--- config.mk ---
export PLATFORM = sky130hd
export DESIGN_NAME = operand_loader_flat
export DESIGN_NICKNAME = d
export VERILOG_FILES = /design/src/rtl/operand_loader_if.sv /design/src/rtl/operand_loader.sv /design/src/flat_wrapper.sv
export SDC_FILE = /design/constraint.sdc
export NUM_CORES = 1
export LEC_CHECK = 0
export BUFFER_PORTS_ARGS = -buffer_cell sky130_fd_sc_hd__buf_2
export CORE_AREA = 5 5 42 44
export CTS_CLUSTER_SIZE = 8
export DETAILED_ROUTE_END_ITERATION = 7
export DIE_AREA = 0 0 47 49
export PLACE_DENSITY = 0.74
export SLEW_MARGIN = 30
export SYNTH_ARGS = -nofsm -noshare
export SYNTH_HDL_FRONTEND = slang
export SYNTH_SLANG_ARGS = --single-unit
--- constraint.sdc ---
create_clock -name clk -period 3.1 [get_ports clk]
set_input_delay 0.155 -clock clk [delete_from_list [all_inputs] [get_ports clk]]
set_output_delay 0.155 -clock clk [all_outputs]
set_load 0.01 [all_outputs]
--- src/rtl/operand_loader_if.sv ---
// operand_loader_if: shared operand/opcode input bus and registered bundle with listo/consumido handshake
interface operand_loader_if #(
  parameter int M   = 4,
  parameter int OPW = 2
);
  logic [M-1:0]   dato_in;
  logic [OPW-1:0] op_in;
  logic           cargar;
  logic           consumido;
  logic [M-1:0]   expresionA;
  logic [M-1:0]   expresionB;
  logic [OPW-1:0] operacion;
  logic           listo;
  logic [1:0]     estado;
  modport master (
    output dato_in, op_in, cargar, consumido,
    input  expresionA, expresionB, operacion, listo, estado
  );
  modport slave (
    input  dato_in, op_in, cargar, consumido,
    output expresionA, expresionB, operacion, listo, estado
  );
endinterface

--- src/rtl/operand_loader.sv ---
// operand_loader: captures A, B, then opcode one per load event and holds them until consumed; LOAD_EDGE_EN makes loads rising-edge triggered
module operand_loader #(
  parameter int M   = 4,
  parameter int OPW = 2
) (
  input logic             clk,
  input logic             reset,
  operand_loader_if.slave bus
);
  localparam logic [1:0] CARGA_A  = 2'd0;
  localparam logic [1:0] CARGA_B  = 2'd1;
  localparam logic [1:0] CARGA_OP = 2'd2;
  localparam logic [1:0] LISTO    = 2'd3;
  logic [1:0]     r_state;
  logic [M-1:0]   r_a;
  logic [M-1:0]   r_b;
  logic [OPW-1:0] r_op;
  logic           r_listo;
  logic           w_load;
  logic [1:0]     w_next;
`ifdef LOAD_EDGE_EN
  logic r_cargar_q;
  always_ff @(posedge clk) r_cargar_q <= reset ? 1'b0 : bus.cargar;
  assign w_load = bus.cargar & ~r_cargar_q;
`else
  assign w_load = bus.cargar;
`endif
  // in LISTO a consume wins and any simultaneous load is dropped
  assign w_next = (r_state == LISTO) ? (bus.consumido ? CARGA_A : LISTO)
                                     : (w_load ? r_state + 2'd1 : r_state);
  always_ff @(posedge clk) begin
    if (reset) begin
      r_state <= CARGA_A;
      r_a     <= '0;
      r_b     <= '0;
      r_op    <= '0;
      r_listo <= 1'b0;
    end else begin
      if (w_load && r_state == CARGA_A) r_a <= bus.dato_in;
      if (w_load && r_state == CARGA_B) r_b <= bus.dato_in;
      if (w_load && r_state == CARGA_OP) r_op <= bus.op_in;
      r_state <= w_next;
      r_listo <= (w_next == LISTO);
    end
  end
  assign bus.expresionA = r_a;
  assign bus.expresionB = r_b;
  assign bus.operacion  = r_op;
  assign bus.listo      = r_listo;
  assign bus.estado     = r_state;
endmodule
--- src/flat_wrapper.sv ---
// flat-port wrapper written by rule: the top's interface ports become plain ports
module operand_loader_flat 
#(
  parameter int M   = 4,
  parameter int OPW = 2
)
  (clk, reset, bus_dato_in, bus_op_in, bus_cargar, bus_consumido, bus_expresionA, bus_expresionB, bus_operacion, bus_listo, bus_estado);
  operand_loader_if #(.M(M), .OPW(OPW)) bus_i ();
  input logic clk;
  input logic reset;
  input wire logic [$bits(bus_i.dato_in)-1:0] bus_dato_in;
  input wire logic [$bits(bus_i.op_in)-1:0] bus_op_in;
  input wire logic [$bits(bus_i.cargar)-1:0] bus_cargar;
  input wire logic [$bits(bus_i.consumido)-1:0] bus_consumido;
  output wire logic [$bits(bus_i.expresionA)-1:0] bus_expresionA;
  output wire logic [$bits(bus_i.expresionB)-1:0] bus_expresionB;
  output wire logic [$bits(bus_i.operacion)-1:0] bus_operacion;
  output wire logic [$bits(bus_i.listo)-1:0] bus_listo;
  output wire logic [$bits(bus_i.estado)-1:0] bus_estado;
  assign bus_i.dato_in = bus_dato_in;
  assign bus_i.op_in = bus_op_in;
  assign bus_i.cargar = bus_cargar;
  assign bus_i.consumido = bus_consumido;
  assign bus_expresionA = bus_i.expresionA;
  assign bus_expresionB = bus_i.expresionB;
  assign bus_operacion = bus_i.operacion;
  assign bus_listo = bus_i.listo;
  assign bus_estado = bus_i.estado;
  operand_loader #(.M(M), .OPW(OPW)) u_core (.clk(clk), .reset(reset), .bus(bus_i));
endmodule
==> metrics.md <==
| Metric | Value |
|---|---|
| Number of flops mapped to enable cells by yosys | 0 |
| Arr. time, crit path | between 1 and 1.5 ns |
| Layout area overhead | 24.4% |
| Post-CTS sizing | 0 |
| First-pass GRT wire length | 1840 um |
| Via/cell ratio | between 4 and 5 |
| CTS tree | done |
| Netlist Area Pre-Place | 549 um^2 |
| Buffer type at the clock tree root | clkbuf_4 |
| Port-buffer cells | 22 |
| Post-Synth Adder-Cell Area | 9.11% |
| Relative slew slack | 80.9% |
| Seq/Total Area, Yosys | about 47% |
| GPL Wtd Cong | ~0.74 |
| Grt ovf | 0 |
| Status | finished, final reports clean |
| WHS Endpoint | u_core.bus.operacion[0] |
| Skew-Pair Late Insertion Delay | between 0.2 and 0.3 ns |
| Critical path buffers and inverters | 1 |
| ANT cells | 0 |
| Pwr Density | 533 nW/um^2 |
| Clk slew on worst S/H paths | 0.07 ns |
| Crit path capture type | flop |
| Clock Path Buffers | 2 |
| Reg2Reg Setup Slack | about 1.8 ns |
| Initial Util | 39.2% |
| Fin crit share | between 40% and 50% |
| Clk sinks | 13 |
| Fin util | about half |
| CP max stage delay | slightly above 0.4 ns |
| Die area | around 2300 um^2 |
| Yosys cell types | 14 |
| Largest family of logic cells by synthesized area | simple AND/OR/NAND/NOR gates |
| Family with the most delay on the worst path | flip-flops |
| Hold Buf Count CTS | 0 |
| Setup violators final | 0 |
| R2r endpoint | u_core.bus.estado[1] |
| Avg Cell Area, Syn | between 8 and 9 um^2 |
| DRC | 0 |
| Req. time, crit path | between 3 and 4 ns |
| Core box area | around 1400 um^2 |
| DP Wirelength | roughly 870 um |
| Static leakage | approximately 0.31 nW |
| Hold Path Class | input port to flop |
| Post-synthesis xor/xnor area fraction | 1.59% |
| Routed len/inst | between 10 and 15 um |
| 1st-iter DRT viols | 2 |
| Syn nets | 76 |
| Top cell type's share of synthesized area | a little under half |
| Vias in the first global route | around 450 |
| Tmin final | around 1.3 ns |
| Unrepaired setup endpoints after global routing | false |
| Synth top cells by count | dfxtp_1 (13), nand2_1 (13), a21oi_1 (11), nand3_1 (10), ha_1 (4) |
| CP Launch Type | flop |
| Slowest-stage cell, CP | dfxtp_1 |
| WL final | about 1100 um |
| I/O pin count | 23 |
| Die Span Y | between 40 and 50 um |
| Setup CP Type | flop to flop |
| Synth Area in Compound Gates | 13.7% |
| CP Cell Sequence | inv_1 -> ha_1 -> a211oi_2 -> nor2b_1 |
| Pin count of the biggest net entering global routing | 17 |
| Final hold vios | 0 |
| FMAX | slightly below 800 MHz |
| R2r startpoint | u_core.bus.estado[0] |
| Setup TNS Final | 0 ns |
| Biggest area consumer among synthesized cells | dfxtp_1 |
| CP max FO | 5 |
| Chip width | ~47 um |
| Std-Cell Rows | 14 |
| Fin. max-slew vios | 0 |
| Mux cell area share after synthesis | 0% |
| Seq cells post-synth | 13 |
| Gate Count Post-Synth | 62 |
| Pin slew with the least headroom to its limit | between 0.2 and 0.3 ns |
| Final #Nets | 100 |
| Final ANT Viol Nets | 0 |
| Synth async-reset ratio | 0% |
| Total number of vias | 480 |
| Yosys warns | 0 |
| R2R depth | 4 |
| H-Tree Depth | 1 |
| Hold Crit Start | bus_op_in[0] |
| Max Cap Viol | 0 |
| Initial antenna violation count | 0 |
| Max Clock Skew | about 0.0034 ns |
| Synth Area in Simple Gates | between 20% and 30% |
| Clock buffer count from CTS | 3 |
| Layout cell share with drive strength beyond 1 | approximately a third |
| Post CTS Setup Buffer Count | 0 |
| VDD IR max | ~0.30 mV |
| Main synth FF type | dfxtp_1 |
| Hold depth | 3 |
| Biggest area contributors in the synthesized netlist | dfxtp_1 (47%), a21oi_1 (10%), ha_1 (9.1%), nand3_1 (9.1%), nand2_1 (8.9%) |
| GRT Total Usage | 10.9% |
| DRT Pass-1 Iters | 3 |
## cell families (layout without fill, tap and decap cells)
group / after synthesis / in the layout
compound gates: 13 / 13
xor+xnor: 1 / 1
fa+ha+maj: 4 / 4
buf+inv: 5 / 28
flops: 13 / 13
simple gates: 26 / 26
## through the flow
stage	std cells	worst slack [ns]	hold WS, ns	power (mW)	instance area (um^2)
2_1_floorplan	62	1.82	0.303	0.241	549
6_report	101	1.82	0.125	0.364	683
5_1_grt	101	1.75	0.130	0.390	683
3_3_place_gp	97	1.86	0.412	0.263	657
3_5_place_dp	97	1.82	0.419	0.265	657
4_1_cts	101	1.81	0.120	0.371	683
## report_power, final
group / total, mW / internal [mW] / switching, mW
Clock: 0.105 / 0.0500 / 0.0546
Combinational: 0.0723 / 0.0315 / 0.0408
Sequential: 0.187 / 0.179 / 0.00790
## per-layer routing
metal  GRT usage [%]  wire [um]  vias up
met3            7.75        136        2
met2            16.1        509       16
met4            4.15         10        0
met5               0          0        -
met1            11.8        460      206
li1                -          -      256
## placed cells by master (no fill, tap or decap)
cell type | netlist | routed
buf_2 | 0 | 22
nand2_1 | 13 | 13
dfxtp_1 | 13 | 13
a21oi_1 | 11 | 11
nand3_1 | 10 | 10
ha_1 | 4 | 4
clkbuf_4 | 0 | 3
inv_1 | 2 | 2
nor2b_1 | 2 | 2
a211oi_2 | 1 | 1
xor2_1 | 1 | 1
o21a_1 | 1 | 1
nor2b_4 | 1 | 1
clkbuf_1 | 1 | 1
## area by class of cell
class / count / area [um^2]
Inverter: 2 / 7.51
Tap cell: 16 / 20.0
Fill cell: 155 / 718
Timing Repair Buffer: 22 / 110
Sequential cell: 13 / 260
Multi-Input combinational cell: 44 / 259
Clock buffer: 4 / 26.3
## how the worst max path moves through the flow
stage	from	endpoint	slack, ns	depth (start not counted)
after floorplan	u_core.bus.estado[0]	u_core.bus.estado[1]	1.82	4
after global placement	u_core.bus.estado[0]	u_core.bus.estado[1]	1.86	4
after detailed placement	u_core.bus.estado[0]	u_core.bus.estado[1]	1.82	4
after CTS	u_core.bus.estado[0]	u_core.bus.estado[1]	1.81	4
after global routing	u_core.bus.estado[0]	u_core.bus.estado[1]	1.75	4
final	u_core.bus.estado[0]	u_core.bus.estado[1]	1.82	4
## flip-flops by register name, indices dropped and copies added (netlist names)
name,flops
u_core.bus.estado,2
u_core.bus.operacion,2
u_core.bus.listo,1
u_core.bus.expresionB,4
u_core.bus.expresionA,4
## tightest hold or removal path: stages
cell	delay (ns)
buf_2	0.09
nand3_1	0.05
a21oi_1	0.05
(Power assumes the default switching activity.)
